**src/rtl/pc_fetch_pkg.sv**
```systemverilog
// pc_fetch_pkg: FSM state encodings and constants shared by the fetch front end.
package pc_fetch_pkg;
  typedef enum logic [1:0] {S_BOOT, S_FETCH, S_HOLD, S_DRAIN} state_t;
  localparam logic [31:0] DEF_RESET_PC = 32'hBFC00000;
  localparam logic [31:0] PC_INC = 32'd4;
endpackage

```
**src/rtl/pc_fetch_next_sel.sv**
```systemverilog
// pc_next_sel: next-PC mux (flush > branch > sequential) with target alignment handling.
module pc_next_sel
  import pc_fetch_pkg::*;
(
  input  logic        flush,
  input  logic [31:0] new_pc,
  input  logic        branch,
  input  logic [31:0] branch_target,
  input  logic [31:0] pc,
  output logic [31:0] next_pc,
  output logic        misaligned
);
  logic [31:0] raw;
  always_comb begin
    raw = flush ? new_pc : branch ? branch_target : pc + PC_INC;
`ifdef FETCH_ALIGN_CHECK_EN
    next_pc = raw;
    misaligned = |raw[1:0];
`else
    next_pc = raw & ~32'h3;
    misaligned = 1'b0;
`endif
  end
endmodule

```
**src/rtl/pc_fetch.sv**
```systemverilog
// pc_fetch: PC owner and instruction-bus fetch FSM feeding IF/ID.
// FETCH_ALIGN_CHECK_EN adds fetch_except_o and traps misaligned redirect targets.
module pc_fetch
  import pc_fetch_pkg::*;
#(
  parameter logic [31:0] RESET_PC = DEF_RESET_PC
) (
  input  logic        clk,
  input  logic        rst,
  input  logic [5:0]  stall,
  input  logic        flush,
  input  logic [31:0] new_pc,
  input  logic        branch_flag_i,
  input  logic [31:0] branch_target_i,
  output logic        ibus_stb_o,
  output logic [31:0] ibus_addr_o,
  input  logic [31:0] ibus_rdata_i,
  input  logic        ibus_ack_i,
  output logic [31:0] pc_o,
  output logic [31:0] inst_o,
  output logic        inst_valid_o,
  output logic        stallreq_o
`ifdef FETCH_ALIGN_CHECK_EN
  , output logic      fetch_except_o
`endif
);
  state_t      state, nstate;
  logic [31:0] pc, tgt, buf_inst, buf_pc, sel_pc, go_pc;
  logic        tgt_bad, trap, buf_valid, sel_bad, go, go_bad, latch, capture;
  logic        unused_stall;

  pc_next_sel u_sel (
    .flush(flush), .new_pc(new_pc), .branch(branch_flag_i), .branch_target(branch_target_i),
    .pc(pc), .next_pc(sel_pc), .misaligned(sel_bad)
  );

  assign unused_stall = ^stall[5:2];
  assign ibus_stb_o   = state == S_FETCH || state == S_DRAIN;
  assign ibus_addr_o  = pc & ~32'h3;
  assign stallreq_o   = (state == S_FETCH && !ibus_ack_i) || state == S_DRAIN;
  assign capture      = state == S_FETCH && ibus_ack_i && !flush;

  // go: PC takes go_pc this cycle; latch: remember a redirect until the outstanding ack
  always_comb begin
    nstate = state;
    go = 1'b0;
    go_pc = sel_pc;
    go_bad = sel_bad;
    latch = 1'b0;
    case (state)
      S_BOOT: begin
        go = flush;
        nstate = S_FETCH;
      end
      S_FETCH: begin
        go = flush & ibus_ack_i;
        latch = (flush | branch_flag_i) & ~ibus_ack_i;
        nstate = latch ? S_DRAIN : capture ? S_HOLD : S_FETCH;
      end
      S_HOLD: go = flush | (~stall[0] & ~trap);
      S_DRAIN: begin
        go = ibus_ack_i;
        latch = flush & ~ibus_ack_i;
        go_pc = flush ? sel_pc : tgt;
        go_bad = flush ? sel_bad : tgt_bad;
      end
    endcase
    nstate = go ? (go_bad ? S_HOLD : S_FETCH) : nstate;
  end

  always_ff @(posedge clk or negedge rst) begin
    if (!rst) begin
      state <= S_BOOT;
      pc <= RESET_PC;
      tgt <= RESET_PC;
      tgt_bad <= 1'b0;
      trap <= 1'b0;
      buf_inst <= '0;
      buf_pc <= RESET_PC;
      buf_valid <= 1'b0;
      pc_o <= RESET_PC;
      inst_o <= '0;
      inst_valid_o <= 1'b0;
    end else begin
      state <= nstate;
      if (go) pc <= go_pc;
      if (latch) begin
        tgt <= sel_pc;
        tgt_bad <= sel_bad;
      end
      trap <= go ? go_bad : trap;
      if (capture) begin
        buf_inst <= ibus_rdata_i;
        buf_pc <= pc;
      end
      buf_valid <= ~flush & (capture ? stall[1] : buf_valid & stall[1]);
      if (go && go_bad) pc_o <= go_pc;
      else if (!flush && !stall[1]) pc_o <= capture ? pc : buf_pc;
      if (flush || (go && go_bad)) begin
        inst_o <= '0;
        inst_valid_o <= 1'b0;
      end else if (!stall[1]) begin
        inst_o <= capture ? ibus_rdata_i : buf_inst & {32{buf_valid}};
        inst_valid_o <= capture | buf_valid;
      end
    end
  end

`ifdef FETCH_ALIGN_CHECK_EN
  always_ff @(posedge clk or negedge rst) begin
    if (!rst) fetch_except_o <= 1'b0;
    else fetch_except_o <= go & go_bad;
  end
`endif
endmodule

```
**config.mk**
```make
export PLATFORM = sky130hd
export DESIGN_NAME = pc_fetch
export DESIGN_NICKNAME = d
export VERILOG_FILES = /design/src/rtl/pc_fetch_pkg.sv /design/src/rtl/pc_fetch_next_sel.sv /design/src/rtl/pc_fetch.sv
export SDC_FILE = /design/constraint.sdc
export NUM_CORES = 1
export LEC_CHECK = 0
export BUFFER_PORTS_ARGS = -buffer_cell sky130_fd_sc_hd__buf_4
export CORE_ASPECT_RATIO = 1.25
export CORE_MARGIN = 1
export CORE_UTILIZATION = 45
export DETAILED_ROUTE_END_ITERATION = 6
export PLACE_DENSITY = 0.69
export SYNTH_ARGS = -nofsm -noshare
export SYNTH_HDL_FRONTEND = slang
export SYNTH_SLANG_ARGS = --single-unit
```
**constraint.sdc**
```tcl
create_clock -name clk -period 2.4 [get_ports clk]
set_input_delay 0.48 -clock clk [delete_from_list [all_inputs] [get_ports clk]]
set_output_delay 0.48 -clock clk [all_outputs]
set_load 0.005 [all_outputs]
```
# Word-level counts from Yosys, hierarchy flattened
# Cells that the tools add are included.
dict set report word_totals {
  reg_bits 194
  elab_cells 55
}
dict set report classes {
  add_sub_neg 1
  eq_ne 4
  n_mux 18
  bitwise 12
  reduce_logical 11
}
# operator count
set op_table {}
lappend op_table {{32-bit 2-to-1 mux} 9}
lappend op_table {{32-bit by 3-bit adder with 32-bit output, second input constant} 1}
lappend op_table {{32-bit bitwise AND} 1}
lappend op_table {{2-bit 2-to-1 mux} 3}
lappend op_table {{1-bit bitwise AND} 5}
lappend op_table {{2-bit == test, second input constant} 2}
lappend op_table {{1-bit logical AND} 4}
lappend op_table {{1-bit one-hot mux with 4 select lines} 1}
lappend op_table {{2-bit one-hot mux with 2 select lines} 1}
lappend op_table {{1-bit zero test} 3}
lappend op_table {{1-bit 2-to-1 mux} 3}
lappend op_table {{1-bit inverter} 3}
lappend op_table {{1-bit OR} 3}
lappend op_table {{3-bit nonzero test} 1}
lappend op_table {{2-bit by 1-bit == test with 1-bit output, second input constant} 1}
lappend op_table {{2-bit zero test} 1}
lappend op_table {{1-bit logical OR} 2}
lappend op_table {{2-bit by 1-bit inequality test with 1-bit output, second input constant} 1}
lappend op_table {{1-bit one-hot mux with 2 select lines} 1}

# Longest topological paths before layout
# Gate-level depths: netlist of the first run.
dict set report depth {
  ltp_word 7
  ltp_mapped 10
  depth_no_buf 6
}

# Modules after synthesis
# From an unflattened synthesis of the first run, not the netlist that was laid out.
dict set report unflattened {
  cells_unflattened 852
  hier_area_um2 9740.6
}
# module instances cells_each area_each_um2 seq_area_each_um2
set modules_own_cells {}
lappend modules_own_cells {pc_fetch 1 664 8560.7 4999.8}
lappend modules_own_cells {pc_next_sel 1 188 1179.9 0.0}

# Worst setup path before layout of the first run
# OpenSTA, ideal clock, no wires.
dict set report synth_path {
  path_kind {input -> register}
  start {input flush}
  end {register pc_o[7]}
  arrival_time_ps 1833
  required_ps 2283
  slack_ps 449
  path_stages 10
  cell_sequence {buf_2 > inv_2 > and4_1 > buf_2 > buf_6 > buf_6 > buf_4 > mux2_2 > nand2_1 > nand2_1}
}
dict set report synth_via {
  elab_chain_cells 4
  elab_cells_between_ends 5
}
# item line_no
set synth_rtl {}
lappend synth_rtl {{from (decl)} pc_fetch.sv:11} ;# input logic flush,
lappend synth_rtl {{1-bit zero test (*)} {pc_fetch.sv:41, pc_fetch.sv:98}}
lappend synth_rtl {{1-bit logical AND} pc_fetch.sv:41} ;# assign capture = state == S_FETCH && ibus_ack_i && !flush;
lappend synth_rtl {{32-bit 2-to-1 mux} n/a}
lappend synth_rtl {{32-bit 2-to-1 mux} pc_fetch.sv:98} ;# else if (!flush && !stall[1]) pc_o <= capture ? pc : buf_pc;
lappend synth_rtl {{to (signal assigned)} pc_fetch.sv:97} ;# if (go && go_bad) pc_o <= go_pc;
lappend synth_rtl {{to (signal assigned)} pc_fetch.sv:98}
lappend synth_rtl {{to (decl)} pc_fetch.sv:19} ;# output logic [31:0] pc_o,
# Mark *: on every way between the ends. The rest lies on a longest branch, timed or not. The select of a mux whose other input is x is not followed.
# A chain may end at the register's enable or synchronous reset.

# Worst setup path in the final report of the first run
dict set report layout_path {
  start {register state[0]}
  end {register pc[23]}
}
dict set report layout_via {
  elab_chain_cells 2
  elab_cells_between_ends 6
}
# item line_no
set layout_rtl {}
lappend layout_rtl {{from (decl)} pc_fetch.sv:27} ;# state_t state, nstate;
lappend layout_rtl {{from (signal assigned)} pc_fetch.sv:85} ;# state <= nstate;
lappend layout_rtl {{2-bit == test, or another cell as far along} pc_fetch.sv:50} ;# case (state)
lappend layout_rtl {{1-bit one-hot mux with 4 select lines or 32-bit 2-to-1 mux (tied branches)} pc_fetch.sv:50}
lappend layout_rtl {{to (signal assigned)} pc_fetch.sv:86} ;# if (go) pc <= go_pc;
lappend layout_rtl {{to (decl)} pc_fetch.sv:28} ;# logic [31:0] pc, tgt, buf_inst, buf_pc, sel_pc, go_pc;
# Parallel ways exist; a longest one is shown, timed or not.

==> results of run 1 <==
## Yosys cell counts, types with 10 or more instances
cell / count
a21oi_1: 22
a221o_1: 10
a221oi_1: 19
a31oi_1: 11
and3_1: 15
buf_2: 14
clkbuf_1: 36
dfrtp_1: 156
dfstp_2: 36
mux2_2: 60
mux2i_1: 12
nand2_1: 203
nand2b_1: 32
nand3_1: 25
nor2_1: 54
nor3_1: 17
o211ai_1: 10
o21ai_0: 43
xor2_1: 18
## routing by layer
layer / vias up / part of all wire, % / track usage (%)
li1: 3459 / - / -
met1: 3664 / 40 / 31.5
met2: 330 / 48 / 41.0
met3: 39 / 9.5 / 7.26
met4: 0 / 2.2 / 8.98
met5: - / 0 / 0
## cell families (layout without fill, tap and decap cells)
kind of cell	after synthesis	count (layout)	synth area share (%)
and+or+nand+nor	378	378	19.4
AOI/OAI and AO/OA	151	151	11.2
xor gates and xnor gates	21	21	2.06
other	1	2	0.0419
adders and majority gates	1	1	0.140
buffers and inverters	70	274	3.54
DFF	192	192	54.2
muxes	76	76	9.40
## flip-flops by register name, summed over array words and instances (netlist names)
signal	flops
buf_inst	32
tgt	30
buf_pc	32
buf_valid	1
inst_valid_o	1
inst_o	32
pc_o	32
pc	30
state	2
## through the flow
| stage | utilization (%) | cells |
|---|---|---|
| 3_3_place_gp | 55.7 | 1328 |
| 4_1_cts | 59.0 | 1360 |
| 5_1_grt | 59.0 | 1360 |
| 2_1_floorplan | - | 891 |
| 3_5_place_dp | 55.7 | 1328 |
| 6_report | 59.0 | 1360 |
## power groups by stage
stage          registers, W  logic, W  clock network [W]
3_3_place_gp        0.00511   0.00300                  0
6_report            0.00507   0.00308            0.00296
2_1_floorplan       0.00496   0.00175                  0
3_5_place_dp        0.00514   0.00307                  0
4_1_cts             0.00507   0.00309            0.00304
5_1_grt             0.00521   0.00340            0.00316
## worst max path at each step
stage | start | to | slack (ps) | cells past startpoint
floorplan | flush | pc_o[7]$_DFFE_PN0P_ | 450 | 10
global placement | stall[0] | pc[23]$_DFFE_PN1P_ | 380 | 6
global route | state[0]$_DFFE_PN0P_ | tgt[8]$_DFFE_PN0P_ | 270 | 5
CTS | state[1]$_DFFE_PN0P_ | stallreq_o | 370 | 3
detailed placement | branch_flag_i | pc[29]$_DFFE_PN1P_ | 380 | 6
finish | state[0]$_DFFE_PN0P_ | pc[23]$_DFFE_PN1P_ | 390 | 5
## layout make-up
type / instances / area share, %
Sequential cell: 192 / 42.2
Timing Repair Buffer: 236 / 16.0
Tap cell: 265 / 2.89
Inverter: 6 / 0.196
Multi-Input combinational cell: 629 / 33.2
Clock inverter: 15 / 1.81
Clock buffer: 17 / 3.70
## worst reg2reg max path, cell delays in order (launching register included)
cell     delay, ps
dfrtp_1        530
nor2b_1        220
or3_1          380
buf_4          210
or4_1          510
nand3_1         90
==> flow_summary_export.csv, run 1 <==
group,metric,value,unit
sta,rsz0062_at_grt,"no",
clocking,ctsResizeCount,0,
run_status,outcome,"finished, final reports clean",
logic_synthesis,synth.avg_cell_area,10.0,sq um
worst_setup_path,worst_ep_arrival_time,2380,ps
pwr,power.total,0.0111,W
pwr,power.share.clock,26.6,%
floorplan,core_area,0.0195,sq mm
route,ant_nets,0,
route,viasPerCell,5.51,
logic_synthesis,yosysWarnings,0,
clocking,clk_latency,430,ps
layout,mostFrequentLayoutCells,"buf_4, nand2_1, dfrtp_1, mux2_2, nor2_1",
layout,n_fill_cell,1692,
logic_synthesis,ys_seq_area_share,54.2,%
logic_synthesis,synth-seq-cells,192,
layout,fin_nets,1190,
layout,syn_to_final_growth,28.4,%
route,drc_errors,0,
floorplan,die_y,160,microns
layout,final_common_cell,"buf_4",
global_route,grt_max_degree,62,
worst_setup_path,slowest_delay,530,ps
route,dr_total_vias,7492,
route,wirelength,24.9,mm
route,drt_iter0_drc,592,
clocking,clock_path_buffers,2,
sta,period_minus_slack,2010,ps
logic_synthesis,syn_area,0.00894,sq mm
pwr,internal_power,0.00752,W
worst_hold_path,holdCritPathClass,"input pin to async pin",
pwr,leakagePower,5.42,nW
layout,multi_input_area,0.00381,sq mm
clocking,tritoncts,"yes",
worst_setup_path,worstRegToRegCells,5,
floorplan,ioPinCount,206,
placement,place_area,0.0109,sq mm
sta,totalNegativeSetupSlack,0,ps
layout,final_layout_size_suffix_gt1_share,34.4,%
pwr,sequentialPowerShare,45.7,%
sta,hold_viol,0,
global_route,grt_pass1_wl,39.6,mm
clocking,cts.htree.levels,4,
job,max_cap_viol_count,0,
sta,finalCritPeriodShare,83.7,%
layout,antenna_cells,0,
worst_setup_path,cpLargestDelayFamily,"simple AND/OR/NAND/NOR gates",
pwr,power.density,967,mW/mm^2
placement,dp_hpwl,17.4,mm
floorplan,die_area,0.0204,sq mm
layout,ff_latch_area,0.00485,sq mm
global_route,overflow,0,
placement,port_buffers,195,
sta,maxSlewViolCount,0,
clocking,post_cts_buffers,0,
clocking,cts_root_buf,"clkbuf_16",
worst_setup_path,critPathMaxFanout,15,
global_route,antenna_found_initial,0,
worst_setup_path,crit_chain,"nor2b_1, or3_1, buf_4, or4_1, nand3_1",
clocking,ctsHoldBuffers,0,
layout,design_area,0.0115,sq mm
logic_synthesis,ys_async_sr_fraction,100,%
global_route,grt.total_usage,25.1,%
logic_synthesis,synth_top_area_share,43.7,%
sta,fin_skew,13.7,ps
sta,finalSetupViolations,0,
worst_setup_path,crit-reg2reg-launch,"state[0]$_DFFE_PN0P_",
sta,relSlewSlack,54.8,%
worst_setup_path,r2r-end,"pc[23]$_DFFE_PN1P_",
sta,worst-slew-pin-transition,679,ps
route,firstDrtPassIters,6,
clocking,cts_made_buffers,17,
clocking,cts.sinks,192,
worst_setup_path,r2r_slack,390,ps
worst_setup_path,path_class,"flop to flop",
logic_synthesis,synth_area_leader_cell,"dfrtp_1",
pwr,power.share.combinational,27.7,%
pwr,p_switching,0.00359,W
logic_synthesis,synthCells,890,
worst_setup_path,cp-start-kind,"flop",
sta,hold_ws,18.4,ps
placement,place_ws,375,ps
floorplan,initial_core_util,45.9,%
route,wl_per_cell,18.3,microns
sta,setup_slack,390,ps
logic_synthesis,synth_ff_type,"dfrtp_1",
logic_synthesis,synth_edf_count,0,
worst_setup_path,critPathSlowestCell,"dfrtp_1",
logic_synthesis,synthTopCellsByArea,"dfrtp_1, dfstp_2, nand2_1",
pwr,p_sw_share,32.3,%
global_route,grt_pass1_vias,7510,
worst_setup_path,cp_num_buf_inv,1,
pwr,vdd_drop_max,0.000503,V
logic_synthesis,synth_cell_types,56,
clocking,cts.clk_slew.worst_paths,80,ps
worst_setup_path,crit_required,2770,ps
placement,gp_congestion,0.876,
floorplan,rows,57,
sta,fmax,498,MHz
worst_setup_path,critPathCaptureType,"flop",
floorplan,fp.dieW,128,microns
Note: power is estimated with default switching activity, not from simulation.
==> run 2: changes to the inputs <==
Clock period 2.4 ns to 2 ns, I/O delays scaled along.
==> run 2 against run 1 <==
Effect of this change: combinational power increased by 31%; worst setup slack lost 290 ps; power rose by 23%; global-route usage rose by 0.40 points; clock power up 23%; first-iteration DRC count shrank 1.7%; sequential cell count did not move; clock skew down 2.9 ps; die area is the same; hold slack improved by 180 ps; sequential share of layout area shrank 1.0 points; count of clock-buffer cells in the layout did not move; largest cell class unchanged.
==> flow_summary_export.csv, run 2 (synthesis gave the netlist of run 1 again) <==
group,metric,value,unit
clocking,ctsResizeCount,0,
worst_setup_path,crit_chain,"nor2b_1, or3_1, buf_4, a221o_1, o21ai_0, o211ai_1",
sta,finalCritPeriodShare,94.9,%
floorplan,die_y,160,microns
sta,fmax,527,MHz
pwr,vdd_drop_max,0.000650,V
worst_setup_path,cp-start-kind,"flop",
worst_hold_path,hold_end,"tgt[19]$_DFFE_PN0P_",
global_route,overflow,0,
clocking,post_cts_buffers,0,
worst_setup_path,cpLargestDelayFamily,"simple AND/OR/NAND/NOR gates",
worst_setup_path,r2r_slack,100,ps
layout,fin_nets,1223,
worst_hold_path,min_path_cells,3,
worst_setup_path,crit_required,2320,ps
clocking,clock_path_buffers,2,
sta,worst-slew-pin-transition,680,ps
clocking,cts.htree.levels,4,
run_status,outcome,"finished, final reports clean",
floorplan,die_area,0.0204,sq mm
layout,multi_input_area,0.00381,sq mm
route,dr_total_vias,7537,
route,firstDrtPassIters,5,
layout,ff_latch_area,0.00485,sq mm
layout,antenna_cells,0,
clocking,clk_latency,440,ps
sta,totalNegativeSetupSlack,0,ps
placement,gp_congestion,0.883,
worst_setup_path,slowest_delay,520,ps
route,wirelength,25.1,mm
route,wl_per_cell,18.1,microns
sta,finalSetupViolations,0,
worst_setup_path,path_class,"flop to flop",
route,ant_nets,0,
sta,fin_skew,10.8,ps
floorplan,ioPinCount,206,
sta,rsz0062_at_grt,"no",
floorplan,core_area,0.0195,sq mm
worst_setup_path,cp_num_buf_inv,1,
global_route,grt_pass1_vias,7621,
layout,final_common_cell,"buf_4",
pwr,p_switching,0.00449,W
worst_setup_path,r2r-end,"pc[20]$_DFFE_PN0P_",
global_route,grt_max_degree,53,
clocking,cts.clk_slew.worst_paths,90,ps
pwr,power.share.clock,26.6,%
clocking,cts.sinks,192,
worst_hold_path,holdCritPathClass,"input pin to flop",
pwr,internal_power,0.00913,W
floorplan,rows,57,
worst_setup_path,critPathMaxFanout,10,
pwr,power.share.combinational,29.6,%
sta,setup_slack,103,ps
route,drc_errors,0,
layout,final_layout_size_suffix_gt1_share,36.3,%
pwr,power.density,1160,mW/mm^2
global_route,grt.total_usage,25.5,%
worst_setup_path,worstRegToRegCells,6,
clocking,ctsHoldBuffers,1,
placement,dp_hpwl,17.9,mm
pwr,leakagePower,5.59,nW
pwr,p_sw_share,33.0,%
layout,syn_to_final_growth,31.6,%
layout,mostFrequentLayoutCells,"buf_4, nand2_1, dfrtp_1, mux2_2, nor2_1",
floorplan,fp.dieW,128,microns
clocking,cts_made_buffers,17,
sta,hold_viol,0,
route,drt_iter0_drc,582,
job,max_cap_viol_count,0,
clocking,tritoncts,"yes",
sta,maxSlewViolCount,0,
sta,relSlewSlack,54.7,%
placement,port_buffers,195,
sta,hold_ws,197,ps
layout,n_fill_cell,1671,
sta,period_minus_slack,1900,ps
worst_setup_path,critPathSlowestCell,"or3_1",
worst_setup_path,crit-reg2reg-launch,"state[0]$_DFFE_PN0P_",
clocking,cts_root_buf,"clkbuf_16",
global_route,antenna_found_initial,0,
pwr,power.total,0.0136,W
global_route,grt_pass1_wl,40.2,mm
floorplan,initial_core_util,45.9,%
placement,place_ws,15.5,ps
worst_hold_path,worst_hold_startpoint,"branch_target_i[19]",
worst_setup_path,critPathCaptureType,"flop",
route,viasPerCell,5.41,
worst_setup_path,worst_ep_arrival_time,2220,ps
pwr,sequentialPowerShare,43.7,%
[run 2: worst max-delay path by stage]
stage / from / cells after the start / endpoint / slack (ps)
floorplan: flush / 10 / pc_o[7]$_DFFE_PN0P_ / 130
global placement: stall[0] / 7 / pc[20]$_DFFE_PN0P_ / 30
detailed placement: stall[0] / 7 / pc[20]$_DFFE_PN0P_ / 20
CTS: state[0]$_DFFE_PN0P_ / 6 / pc[20]$_DFFE_PN0P_ / 100
global route: pc[5]$_DFFE_PN0P_ / 6 / tgt[11]$_DFFE_PN0P_ / 20
finish: state[0]$_DFFE_PN0P_ / 6 / pc[20]$_DFFE_PN0P_ / 100
[run 2: power groups by stage]
stage / Sequential (W) / Clock (W) / Combinational (W)
after detailed placement: 0.00604 / 0 / 0.00404
after CTS: 0.00597 / 0.00371 / 0.00406
after floorplan: 0.00595 / 0 / 0.00210
after global placement: 0.00598 / 0 / 0.00396
after global routing: 0.00611 / 0.00386 / 0.00444
final: 0.00596 / 0.00363 / 0.00403
[run 2: per-stage QoR]
step / area (sq um) / std cells / util, %
after floorplan: 8950 / 891 / -
after global placement: 11100 / 1360 / 57.1
after detailed placement: 11100 / 1360 / 57.1
after CTS: 11800 / 1393 / 60.4
after global routing: 11800 / 1393 / 60.4
final: 11800 / 1393 / 60.4
[run 2: metal layers]
layer / track usage [%] / share of wire (%)
met1: 32.8 / 41
met2: 41.2 / 49
met3: 6.96 / 8.0
met4: 8.82 / 2.2
met5: 0 / 0
[run 2: cell type report]
cell class,instances,area share [%]
clock inverter,15,1.84
clock buffer,17,3.61
inverter,6,0.191
multi-input combinational,629,32.4
tap,265,2.82
timing repair buffer,269,18.0
sequential,192,41.2
[run 2: worst register-to-register path, cell delays in order, from the launching register on]
cell and delay, ps:
dfrtp_1 430, nor2b_1 160, or3_1 520, buf_4 240, a221o_1 250, o21ai_0 70
o211ai_1 110
